`src/rtl/seq_ctrl_pkg.sv`:
```
// Shared definitions for the sequencing controller: FSM states, opcodes,
// bus-select codes and instruction field positions.
package seq_ctrl_pkg;

  typedef enum logic [2:0] {
    S_IDLE    = 3'd0,
    S_FETCH   = 3'd1,
    S_DECODE  = 3'd2,
    S_EXEC    = 3'd3,
    S_MEMWAIT = 3'd4,
    S_HALT    = 3'd5
  } state_t;

  // Opcodes live in ir_data[31:28]; 0x1..0x7 are ALU operations passed through as alu_op
  localparam logic [3:0] OP_NOP    = 4'h0;
  localparam logic [3:0] OP_ALU_LO = 4'h1;
  localparam logic [3:0] OP_ALU_HI = 4'h7;
  localparam logic [3:0] OP_LDI    = 4'h8;
  localparam logic [3:0] OP_LOAD   = 4'h9;
  localparam logic [3:0] OP_STORE  = 4'hA;
  localparam logic [3:0] OP_JMP    = 4'hB;
  localparam logic [3:0] OP_JZ     = 4'hC;
  localparam logic [3:0] OP_HALT   = 4'hF;

  // Bus select codes: 1..6 pick r1..r6, all-ones puts the IR on the bus
  localparam logic [2:0] BUS_IDLE = 3'b000;
  localparam logic [2:0] BUS_IR   = 3'b111;

  // Instruction field bit positions
  localparam int OPC_MSB  = 31;
  localparam int OPC_LSB  = 28;
  localparam int ASEL_MSB = 26;
  localparam int ASEL_LSB = 24;
  localparam int BSEL_MSB = 23;
  localparam int BSEL_LSB = 21;

endpackage

```
`src/rtl/seq_ctrl.sv`:
```
// Multi-cycle sequencing controller: owns the PC, strobes the IR load on
// fetch, decodes the latched instruction into datapath controls and runs
// the data-memory handshake with an optional timeout.
module seq_ctrl
  import seq_ctrl_pkg::*;
#(
  parameter int              PC_W        = 8,
  parameter logic [PC_W-1:0] RESET_PC    = '0,
  parameter int              MEM_TIMEOUT = 16
) (
  input  logic            clock,
  input  logic            reset_n,
  input  logic            start,
  input  logic [31:0]     ir_data,
  input  logic            z_flag,
  input  logic            dm_ack,
  output logic [PC_W-1:0] pc,
  output logic            im_r,
  output logic [2:0]      abus_en,
  output logic [2:0]      bbus_en,
  output logic [3:0]      alu_op,
  output logic            reg_we,
  output logic            dm_req,
  output logic            busy,
  output logic            halted,
  output logic            err
);

  // Counter only needs to reach MEM_TIMEOUT-1; a zero timeout disables it
  localparam bit              TO_EN   = (MEM_TIMEOUT != 0);
  localparam int              TO_W    = (MEM_TIMEOUT > 2) ? $clog2(MEM_TIMEOUT) : 1;
  localparam logic [TO_W-1:0] TO_LAST = TO_W'((MEM_TIMEOUT > 0) ? MEM_TIMEOUT - 1 : 0);

  state_t          state;
  state_t          next_state;
  logic [TO_W-1:0] to_cnt;
  logic            timeout_hit;

  logic [3:0]      opcode;
  logic [2:0]      a_sel;
  logic [2:0]      b_sel;
  logic [PC_W-1:0] target;
  logic            unused_ir;

  assign opcode    = ir_data[OPC_MSB:OPC_LSB];
  assign a_sel     = ir_data[ASEL_MSB:ASEL_LSB];
  assign b_sel     = ir_data[BSEL_MSB:BSEL_LSB];
  assign target    = ir_data[PC_W-1:0];
  assign unused_ir = ^ir_data;

  // Last MEMWAIT cycle without an acknowledge expires the wait
  assign timeout_hit = TO_EN && (state == S_MEMWAIT) && !dm_ack && (to_cnt == TO_LAST);

  // State register; reset aborts any instruction in flight
  always_ff @(posedge clock or negedge reset_n) begin
    if (!reset_n) state <= S_IDLE;
    else          state <= next_state;
  end

  // Next-state decode
  always_comb begin
    next_state = state;
    case (state)
      S_IDLE:    if (start) next_state = S_FETCH;
      S_FETCH:   next_state = S_DECODE;
      S_DECODE:  next_state = S_EXEC;
      S_EXEC: begin
        case (opcode)
          OP_LOAD, OP_STORE: next_state = S_MEMWAIT;
          OP_HALT:           next_state = S_HALT;
          default:           next_state = S_FETCH;
        endcase
      end
      S_MEMWAIT: begin
        if (dm_ack)           next_state = S_FETCH;
        else if (timeout_hit) next_state = S_HALT;
      end
      S_HALT:    next_state = S_HALT;
      default:   next_state = S_IDLE;
    endcase
  end

  // Moore outputs from state and IR; only LOAD's write enable looks at dm_ack
  always_comb begin
    im_r    = 1'b0;
    abus_en = BUS_IDLE;
    bbus_en = BUS_IDLE;
    alu_op  = 4'h0;
    reg_we  = 1'b0;
    dm_req  = 1'b0;
    busy    = (state != S_IDLE) && (state != S_HALT);
    halted  = (state == S_HALT);
    case (state)
      S_FETCH: im_r = 1'b1;
      S_EXEC: begin
        case (opcode)
          OP_NOP: ;
          OP_LDI: begin
            bbus_en = BUS_IR;
            reg_we  = 1'b1;
          end
          OP_LOAD, OP_STORE: begin
            dm_req  = 1'b1;
            abus_en = a_sel;
          end
          default: begin
            if (opcode >= OP_ALU_LO && opcode <= OP_ALU_HI) begin
              alu_op  = opcode;
              abus_en = a_sel;
              bbus_en = b_sel;
              reg_we  = 1'b1;
            end
          end
        endcase
      end
      S_MEMWAIT: begin
        dm_req  = 1'b1;
        abus_en = a_sel;
        reg_we  = dm_ack && (opcode == OP_LOAD);
      end
      default: ;
    endcase
  end

  // Program counter: increment at end of fetch, redirect on taken jumps
  always_ff @(posedge clock or negedge reset_n) begin
    if (!reset_n) begin
      pc <= RESET_PC;
    end else if (state == S_FETCH) begin
      pc <= pc + PC_W'(1);
    end else if (state == S_EXEC) begin
      if (opcode == OP_JMP || (opcode == OP_JZ && z_flag)) pc <= target;
    end
  end

  // Counts consecutive MEMWAIT cycles without an acknowledge
  always_ff @(posedge clock or negedge reset_n) begin
    if (!reset_n)                          to_cnt <= '0;
    else if (state == S_MEMWAIT && !dm_ack) to_cnt <= to_cnt + TO_W'(1);
    else                                   to_cnt <= '0;
  end

  // Sticky error flag, cleared only by reset
  always_ff @(posedge clock or negedge reset_n) begin
    if (!reset_n)         err <= 1'b0;
    else if (timeout_hit) err <= 1'b1;
  end

endmodule

```
`config.mk`:
```
export PLATFORM = sky130hd
export DESIGN_NAME = seq_ctrl
export DESIGN_NICKNAME = d
export VERILOG_FILES = /design/src/rtl/seq_ctrl_pkg.sv /design/src/rtl/seq_ctrl.sv
export SDC_FILE = /design/constraint.sdc
export NUM_CORES = 1
export LEC_CHECK = 0
export ABC_AREA = 1
export CORE_ASPECT_RATIO = 2
export CORE_UTILIZATION = 35
export DETAILED_ROUTE_END_ITERATION = 10
export GPL_TIMING_DRIVEN = 0
export PLACE_DENSITY = 0.73
export RECOVER_POWER = 25
export SLEW_MARGIN = 40
export SYNTH_ARGS = -nofsm -noshare
export SYNTH_HDL_FRONTEND = slang
export SYNTH_SLANG_ARGS = --single-unit
```
`constraint.sdc`:
```
create_clock -name clock -period 2.6 [get_ports clock]
set_input_delay 0.39 -clock clock [delete_from_list [all_inputs] [get_ports clock]]
set_output_delay 0.39 -clock clock [all_outputs]
set_load 0.03 [all_outputs]
```
==> run_results.csv, run 1 <==
group,metric,value,unit
detailed_routing,wl_per_cell,11.3,um
cells_and_area,fin_nets,255,
clocking,cts-htree-levels,1,
grt,grt_overflow_total,0,
grt,grt_max_degree,17,
power_and_ir_drop,pwr-share-clk,12.1,%
status,status,"finished, final reports clean",
yosys,synth.cell_area,1160,um^2
yosys,synth_top_cell_by_area,"dfrtp_1",
sta,finalSetupViolations,0,
sta,skew,0.00513,ns
setup_path,cp_top_family,"buffers and inverters",
setup_path,path_buf_inv,3,
clocking,cts_tree,"built",
clocking,clock_latency,0.25,ns
detailed_routing,dr_total_vias,1214,
clocking,cts_resized,8,
yosys,yosys_warnings,0,
yosys,async_flop_share,100,%
grt,grt_pass1_vias,1135,
grt,grt_use_total,16.3,%
yosys,synth_seq_cells,16,
yosys,synth-edff-count,0,
placed_design,gp_congestion,0.802,
power_and_ir_drop,combPwrFrac,63.6,%
floorplanning,ios,61,
setup_path,path_class,"in -> out",
sta,hold_viol,0,
power_and_ir_drop,power,1.81,mW
power_and_ir_drop,netSwitchingPower,0.906,mW
yosys,yosysMostFrequentCell,"nand2_1",
grt,antenna_found_initial,0,
sta,fin_crit,2.48,ns
yosys,yosysSeqAreaShare,34.5,%
hold_path,hold_class,"in -> async",
setup_path,worstPathRequired,2.21,ns
setup_path,crit_chain,"clkdlybuf4s50_1 > inv_2 > nor2_4 > nand2_1 > nand3_1 > nand3_1 > a21boi_1 > clkdlybuf4s15_1",
detailed_routing,detail_route.vias_per_cell,4.93,
sta,slew_headroom,40.7,%
setup_path,worstPathArrival,2.09,ns
floorplanning,core-area,3160,um^2
clocking,clkSlewWorstSetupHoldPaths,0.07,ns
yosys,synthTopCellsByCount,"nand2_1 (58), nor2_1 (18), dfrtp_1 (16), nand3_1 (16), inv_1 (13)",
detailed_routing,drt_wl_total,2790,um
power_and_ir_drop,power.leakage,0.809,nW
yosys,synth_top_area_share,34.5,%
floorplanning,die_h,83.4,um
setup_path,slowest_delay,0.62,ns
setup_path,crit_path_end_kind,"primary output",
placed_design,place_area,1650,um^2
power_and_ir_drop,max-vdd-ir-drop,0.511,mV
setup_path,path_max_fanout,7,
floorplanning,initial_core_util,36.7,%
sta,fin_ws,0.124,ns
floorplanning,die_w,42.7,um
floorplanning,dieArea,3560,um^2
placed_design,dp_hpwl,2200,um
sta,worst_pin_slew,0.889,ns
power_and_ir_drop,netSwitchingFraction,49.9,%
yosys,syn_inst,166,
detailed_routing,drt_first_pass_iters,4,
clocking,cts_buffer_depth,2,
clocking,cts_root_buffer,"clkbuf_8",
run,max_cap_violations,0,
yosys,syn_area_per_cell,6.99,um^2
detailed_routing,drtIter0Drc,18,
cells_and_area,areaGrowthSynthToFinish,45.4,%
clocking,numClockSinks,16,
clocking,cts_setup_buffers,0,
yosys,synth_nets,205,
detailed_routing,ant_nets,0,
yosys,synthFlopType,"dfrtp_1",
sta,period_share,95.2,%
detailed_routing,drcViolationCount,0,
clocking,ctsHoldBuffers,0,
power_and_ir_drop,p_int,0.909,mW
yosys,synth_cell_types,27,
setup_path,start_kind,"primary input",
sta,drv_slew,0,
sta,rsz0062_at_grt,"no",
setup_path,crit_path_top_delay_cell,"clkdlybuf4s50_1",
cells_and_area,n_antenna_cell,0,
yosys,synth_area_leaders,"dfrtp_1 (35%), nand2_1 (19%), nand3_1 (6.9%)",
cells_and_area,drive_gt1_share,10.7,%
power_and_ir_drop,power_density,1080,nW/um^2
placed_design,dp_slack,-0.173,ns
clocking,numCtsBuffers,3,
cells_and_area,post-route-cell-area,1690,um^2
sta,tns,0,ns
setup_path,cp_common_cell,"nand3_1",
power_and_ir_drop,pwr-share-seq,24.3,%
sta,timing.fmax,0.404,GHz
grt,grt_first_pass_wirelength,4670,um
floorplanning,rows,29,
placed_design,portBuffers,45,
==> cells in the final DEF (no fill, tap or decap), types with 4 or more instances in the layout <==
master            n
nand2_1          58
clkdlybuf4s50_1  36
nor2_1           18
nand3_1          16
dfrtp_1          16
inv_1            13
dlygate4sd2_1     5
nor2_4            4
o21ai_1           4
nor3_1            4
clkbuf_8          4
==> kinds of logic after synthesis <==
group / Yosys count / share of synthesized area [%]
fa+ha+maj: 2 / 2.16
buf+inv: 19 / 7.23
compound gates: 15 / 8.31
simple gates: 110 / 45.2
flops: 16 / 34.5
other cells: 1 / 0.323
xor+xnor: 3 / 2.27
==> power by group through the flow <==
stage | Sequential, mW | Combinational (mW) | Clock, mW
6_report | 0.441 | 1.15 | 0.219
2_1_floorplan | 0.544 | 0.691 | 0
4_1_cts | 0.441 | 1.17 | 0.227
3_3_place_gp | 0.446 | 1.17 | 0
5_1_grt | 0.457 | 1.26 | 0.239
3_5_place_dp | 0.445 | 1.18 | 0
==> path summary, 6_finish.rpt <==
kind / startpoint / to / slack [ns] / depth (start not counted)
worst max-delay path: ir_data[31] / abus_en[1] / 0.12 / 8
worst min-delay path: reset_n / pc[5] / 0.24 / 1
worst max register to register: pc[0] / pc[6] / 1.27 / 8
worst min register to register: to_cnt[0] / to_cnt[0] / 0.46 / 1
max in group asynchronous: reset_n / state[0] / 1.81 / 1
min in group clock: to_cnt[0] / to_cnt[0] / 0.46 / 1
==> cell type report <==
| class | count | area (um^2) |
|---|---|---|
| timing repair buffer | 45 | 433 |
| tap | 31 | 38.8 |
| sequential | 16 | 400 |
| multi-input combinational | 131 | 676 |
| inverter | 17 | 68.8 |
| clock buffer | 4 | 55.1 |
| fill | 331 | 1470 |
| buffer | 2 | 15.0 |
==> sequential cells by signal, summed over array words and instances, names as in the netlist <==
signal,flops
err,1
state,3
pc,8
to_cnt,4
==> layer usage <==
| metal | vias up | global-route usage (%) | routed length, um | part of all wire [%] |
|---|---|---|---|---|
| met2 | 36 | 31.4 | 1590 | 57 |
| li1 | 622 | - | - | - |
| met3 | 2 | 2.17 | 115 | 4.1 |
| met1 | 554 | 17.1 | 1070 | 38 |
| met5 | - | 0 | 0 | 0 |
| met4 | 0 | 4.83 | 21 | 0.75 |
==> stage by stage <==
stage / std cells / util [%] / hold slack (ns)
2_1_floorplan: 166 / - / 0.0944
3_3_place_gp: 242 / 52.2 / 0.452
3_5_place_dp: 242 / 52.2 / 0.454
4_1_cts: 246 / 53.7 / 0.463
5_1_grt: 246 / 53.4 / 0.301
6_report: 246 / 53.4 / 0.242
No activity file was read; power rests on OpenSTA's default activity.
==> run 2: changes to the inputs <==
--- a/config.mk
+++ b/config.mk
@@ -6,13 +6,15 @@
 export NUM_CORES = 1
 export LEC_CHECK = 0
 export ABC_AREA = 1
+export ABC_CLOCK_PERIOD_IN_PS = 2600
 export CORE_ASPECT_RATIO = 2
 export CORE_UTILIZATION = 35
+export CTS_CLUSTER_DIAMETER = 40
 export DETAILED_ROUTE_END_ITERATION = 10
 export GPL_TIMING_DRIVEN = 0
 export PLACE_DENSITY = 0.73
 export RECOVER_POWER = 25
-export SLEW_MARGIN = 40
+export SLEW_MARGIN = 15
 export SYNTH_ARGS = -nofsm -noshare
 export SYNTH_HDL_FRONTEND = slang
 export SYNTH_SLANG_ARGS = --single-unit
==> run 2 against run 1 <==
Clock power hardly changed. Combinational power hardly changed. Global-route usage stayed put. Register-to-register slack hardly changed. Maximum frequency stayed put. Clock skew stayed put. Largest power group unchanged.
==> run_results.csv, run 2 (synthesis results as in run 1) <==
group,metric,value,unit
status,status,"finished, final reports clean",
placed_design,portBuffers,45,
clocking,cts_setup_buffers,0,
sta,finalSetupViolations,0,
grt,grt_pass1_vias,1135,
setup_path,path_max_fanout,7,
cells_and_area,n_antenna_cell,0,
cells_and_area,fin_util,53.6,%
detailed_routing,drt_first_pass_iters,4,
placed_design,gp_congestion,0.802,
grt,grt_use_total,16.3,%
detailed_routing,drcViolationCount,0,
cells_and_area,top_regs,"pc (8), to_cnt (4), state (3)",
setup_path,path_class,"in -> out",
grt,grt_overflow_total,0,
clocking,numCtsBuffers,3,
detailed_routing,wl_per_cell,11.4,um
setup_path,worstPathRequired,2.21,ns
power_and_ir_drop,power.leakage,0.812,nW
floorplanning,die_h,83.4,um
sta,hold_viol,0,
grt,grtUsageMet2,31.4,%
power_and_ir_drop,netSwitchingFraction,49.9,%
setup_path,start_kind,"primary input",
clocking,cts-htree-levels,1,
setup_path,worstPathArrival,2.09,ns
cells_and_area,most-common-layout-cells,"nand2_1 (58), clkdlybuf4s50_1 (36), nor2_1 (18), nand3_1 (16), dfrtp_1 (16)",
sta,skew,0.00513,ns
clocking,clkSlewWorstSetupHoldPaths,0.06,ns
run,max_cap_violations,0,
grt,grt_first_pass_wirelength,4670,um
floorplanning,die_w,42.7,um
clocking,clock_latency,0.25,ns
setup_path,crit_path_end_kind,"primary output",
cells_and_area,regMostFlops,"pc",
floorplanning,initial_core_util,36.7,%
detailed_routing,detail_route.vias_per_cell,4.94,
detailed_routing,ant_nets,0,
grt,grtUsageMet1,17.1,%
floorplanning,core-area,3160,um^2
sta,timing.fmax,0.404,GHz
sta,slew_headroom,49.4,%
cells_and_area,largest_reg_flops,8,
floorplanning,dieArea,3560,um^2
clocking,cts_buffer_depth,2,
detailed_routing,drtIter0Drc,18,
power_and_ir_drop,combPwrFrac,63.6,%
cells_and_area,areaGrowthSynthToFinish,46.0,%
power_and_ir_drop,pwr-share-seq,24.3,%
power_and_ir_drop,netSwitchingPower,0.906,mW
cells_and_area,fin_nets,255,
grt,top_usage_layer,"met2",
grt,antenna_found_initial,0,
detailed_routing,drt_wl_total,2800,um
clocking,numClockSinks,16,
power_and_ir_drop,max-vdd-ir-drop,0.511,mV
power_and_ir_drop,pwr-share-clk,12.1,%
sta,drv_slew,0,
hold_path,hold_class,"reg -> reg",
clocking,ctsHoldBuffers,0,
cells_and_area,drive_gt1_share,10.7,%
floorplanning,ios,61,
floorplanning,rows,29,
sta,rsz0062_at_grt,"no",
cells_and_area,fillerInstances,329,
power_and_ir_drop,power_density,1070,nW/um^2
sta,fin_crit,2.48,ns
clocking,cts_root_buffer,"clkbuf_8",
placed_design,dp_hpwl,2200,um
sta,period_share,95.2,%
cells_and_area,layout_commonest_cell,"nand2_1",
grt,grt_max_degree,17,
detailed_routing,dr_total_vias,1216,
sta,hold_slack,0.464,ns
grt,gr-usage-met3,2.17,%
power_and_ir_drop,p_int,0.909,mW
sta,worst_pin_slew,0.757,ns
sta,tns,0,ns
clocking,cts_tree,"built",
run 2: changes by cell type in the layout (fill, tap and decap cells not counted):
cell,change
clkbuf_1,-1
dlygate4sd3_1,+1
run 2: stage by stage:
| stage | instances | power (mW) | setup WS (ns) | instance area, um^2 |
|---|---|---|---|---|
| 5_1_grt | 246 | 1.95 | 0.000869 | 1690 |
| 3_5_place_dp | 242 | 1.63 | -0.173 | 1650 |
| 6_report | 246 | 1.82 | 0.124 | 1690 |
| 2_1_floorplan | 166 | 1.23 | 0.538 | 1160 |
| 4_1_cts | 246 | 1.83 | 0.105 | 1690 |
| 3_3_place_gp | 242 | 1.62 | -0.168 | 1650 |
run 2: final timing paths:
| kind | startpoint | to | depth (start not counted) | slack, ns |
|---|---|---|---|---|
| max in group asynchronous | reset_n | state[0] | 1 | 1.47 |
| max reg2reg | pc[0] | pc[6] | 8 | 1.27 |
| min reg2reg | to_cnt[0] | to_cnt[0] | 1 | 0.46 |
| min in group asynchronous | reset_n | pc[5] | 1 | 0.66 |
| max | ir_data[31] | abus_en[1] | 8 | 0.12 |
| min | to_cnt[0] | to_cnt[0] | 1 | 0.46 |
run 2: area by class of cell:
cell class	count	area [um^2]	area share, %
inverters	17	68.8	4.07
flip-flops and latches	16	400	23.7
well taps	31	38.8	2.29
multi-input cells	131	676	39.9
plain buffers	2	15.0	0.887
clock buffers	4	55.1	3.25
repair buffers	45	439	25.9
run 2: worst max-delay path, cell delays in order:
cell	delay (ns)
clkdlybuf4s50_1	0.62
inv_2	0.07
nor2_4	0.11
nand2_1	0.10
nand3_1	0.11
nand3_1	0.14
a21boi_1	0.15
clkdlybuf4s15_1	0.38
run 2: power by group through the flow:
stage / Combinational [mW] / Clock (mW) / Sequential [mW]
after floorplan: 0.691 / 0 / 0.544
after global placement: 1.17 / 0 / 0.446
after detailed placement: 1.18 / 0 / 0.445
after CTS: 1.17 / 0.227 / 0.441
after global routing: 1.26 / 0.239 / 0.457
final: 1.16 / 0.219 / 0.441
run 2: routing by layer:
metal  vias up  wire [um]
met3         2        115
met5         -          0
li1        623          -
met2        36       1590
met1       555       1070
met4         0         21
run 2: timing repair:
item	in CTS	in global routing
cloned	0	0
gates resized for setup	8	4
endpoints found under the setup margin	8	3
==> run 3: changes to the inputs <==
--- a/config.mk
+++ b/config.mk
@@ -14,6 +14,7 @@
 export GPL_TIMING_DRIVEN = 0
 export PLACE_DENSITY = 0.73
 export RECOVER_POWER = 25
+export SETUP_SLACK_MARGIN = 0.1
 export SLEW_MARGIN = 15
 export SYNTH_ARGS = -nofsm -noshare
 export SYNTH_HDL_FRONTEND = slang
==> run 3 against run 2 <==
Clock skew about the same. Critical path depth shrank 2. Via count increased by 0.33%. Power fell by 0.36%. Combinational power about the same. Highest routed layer unchanged.
==> run_results.csv, run 3 (synthesis results as in run 1) <==
group,metric,value,unit
status,status,"finished, final reports clean",
sta,slew_headroom,49.2,%
floorplanning,ios,61,
power_and_ir_drop,netSwitchingFraction,49.9,%
clocking,cts-htree-levels,1,
setup_path,worstPathRequired,2.21,ns
clocking,cts_setup_buffers,0,
grt,grt_first_pass_wirelength,4670,um
setup_path,start_kind,"register",
clocking,numClockSinks,16,
sta,drv_slew,0,
setup_path,regToRegEndpoint,"pc[6]",
placed_design,dp_hpwl,2200,um
setup_path,worstSetupStartpoint,"state[2]",
detailed_routing,drcViolationCount,0,
cells_and_area,fin_nets,255,
cells_and_area,regMostFlops,"pc",
detailed_routing,ant_nets,0,
floorplanning,die_w,42.7,um
power_and_ir_drop,power_density,1070,nW/um^2
setup_path,crit_path_top_delay_cell,"clkdlybuf4s50_1",
cells_and_area,layoutNonFillerInstCount,246,
cells_and_area,most-common-layout-cells,"nand2_1 (58), clkdlybuf4s50_1 (34), nor2_1 (18), nand3_1 (16), dfrtp_1 (16)",
detailed_routing,drtIter0Drc,19,
setup_path,crit_path_end_kind,"primary output",
detailed_routing,wl_per_cell,11.3,um
sta,hold_viol,0,
cells_and_area,areaGrowthSynthToFinish,45.1,%
setup_path,path_class,"reg -> out",
sta,skew,0.00496,ns
sta,timing.fmax,0.413,GHz
setup_path,cp_common_cell,"nor2_4",
setup_path,path_max_fanout,5,
detailed_routing,drt_first_pass_iters,4,
setup_path,crit_end,"alu_op[2]",
setup_path,crit-reg2reg-launch,"pc[0]",
clocking,cts_root_buffer,"clkbuf_8",
placed_design,placed_cells,242,
grt,grt_overflow_total,0,
cells_and_area,n_antenna_cell,0,
clocking,clock_latency,0.25,ns
floorplanning,dieArea,3560,um^2
power_and_ir_drop,pwr-share-seq,24.4,%
setup_path,slowest_delay,0.70,ns
sta,fin_crit,2.42,ns
floorplanning,core-area,3160,um^2
cells_and_area,largest_reg_flops,8,
hold_path,hold_class,"reg -> reg",
cells_and_area,top_regs,"pc (8), to_cnt (4), state (3)",
detailed_routing,drt_wl_total,2790,um
clocking,numCtsBuffers,3,
grt,grt_max_degree,17,
floorplanning,die_h,83.4,um
setup_path,worstPathArrival,2.03,ns
setup_path,reg2reg_depth,8,
hold_path,hold_depth,1,
sta,finalSetupViolations,0,
power_and_ir_drop,pwr-share-clk,12.1,%
cells_and_area,layout_commonest_cell,"nand2_1",
floorplanning,initial_core_util,36.7,%
setup_path,r2r_slack,1.26,ns
detailed_routing,dr_total_vias,1220,
power_and_ir_drop,combPwrFrac,63.6,%
sta,period_share,93.1,%
sta,rsz0062_at_grt,"no",
cells_and_area,drive_gt1_share,12.6,%
clocking,clkSlewWorstSetupHoldPaths,0.07,ns
power_and_ir_drop,power.leakage,0.826,nW
floorplanning,rows,29,
power_and_ir_drop,p_int,0.906,mW
run,max_cap_violations,0,
sta,hold_slack,0.464,ns
sta,worst_pin_slew,0.760,ns
placed_design,gp_congestion,0.802,
grt,grt_use_total,16.3,%
power_and_ir_drop,netSwitchingPower,0.903,mW
grt,antenna_found_initial,0,
placed_design,portBuffers,45,
sta,tns,0,ns
grt,grt_pass1_vias,1135,
clocking,cts_tree,"built",
clocking,cts_buffer_depth,2,
power_and_ir_drop,max-vdd-ir-drop,0.510,mV
setup_path,crit_chain,"nor2_4 > inv_4 > nor2_4 > inv_1 > nor3_1 > clkdlybuf4s50_1",
detailed_routing,detail_route.vias_per_cell,4.96,
## run 3: changes by cell type in the layout (fill, tap and decap cells not counted)
cell,change
clkbuf_2,+4
dlygate4sd2_1,-4
dlymetal6s2s_1,+2
clkdlybuf4s50_1,-2
## run 3: worst max-delay path: cells and delay by family (launching register included)
kind / cells / cell delay (ns)
buffers and inverters: 3 / 0.88
AND/OR/NAND/NOR: 3 / 0.47
flip-flops: 1 / 0.44
## run 3: area by class of cell
| cell class | instances | area (um^2) |
|---|---|---|
| sequential | 16 | 400 |
| timing repair buffer | 45 | 429 |
| buffer | 2 | 15.0 |
| fill | 327 | 1470 |
| clock buffer | 4 | 55.1 |
| tap | 31 | 38.8 |
| multi-input combinational | 131 | 676 |
| inverter | 17 | 68.8 |
## run 3: per-layer routing
| layer | up-vias | track usage, % | wire (um) |
|---|---|---|---|
| li1 | 624 | - | - |
| met1 | 553 | 17.1 | 1060 |
| met2 | 41 | 31.4 | 1580 |
| met3 | 2 | 2.17 | 123 |
| met4 | 0 | 4.83 | 20 |
| met5 | - | 0 | 0 |
## run 3: worst min path at each step
stage	from	endpoint
3_5_place_dp	to_cnt[0]	to_cnt[0]
5_1_grt	to_cnt[0]	to_cnt[0]
4_1_cts	to_cnt[0]	to_cnt[0]
6_report	to_cnt[0]	to_cnt[0]
2_1_floorplan	reset_n	err
3_3_place_gp	to_cnt[0]	to_cnt[0]
## run 3: power by group through the flow
stage	sequential, mW	combinational [mW]	clock, mW
3_5_place_dp	0.445	1.18	0
4_1_cts	0.441	1.17	0.227
5_1_grt	0.457	1.26	0.239
3_3_place_gp	0.446	1.17	0
6_report	0.441	1.15	0.218
2_1_floorplan	0.544	0.691	0
## run 3: repair_timing
action / 4_1_cts / 5_1_grt
hold buffers: 0 / 0
endpoints found under the setup margin: 8 / 9
resized for setup: 8 / 14
pin swaps: 0 / 0
## run 3: metrics by stage
stage | util (%) | instance area [um^2] | total power, mW | setup slack (ns)
global placement | 52.2 | 1650 | 1.62 | -0.168
detailed placement | 52.2 | 1650 | 1.63 | -0.173
global route | 53.3 | 1680 | 1.95 | 0.0866
floorplan | - | 1160 | 1.23 | 0.538
finish | 53.3 | 1680 | 1.81 | 0.180
CTS | 53.7 | 1690 | 1.83 | 0.105
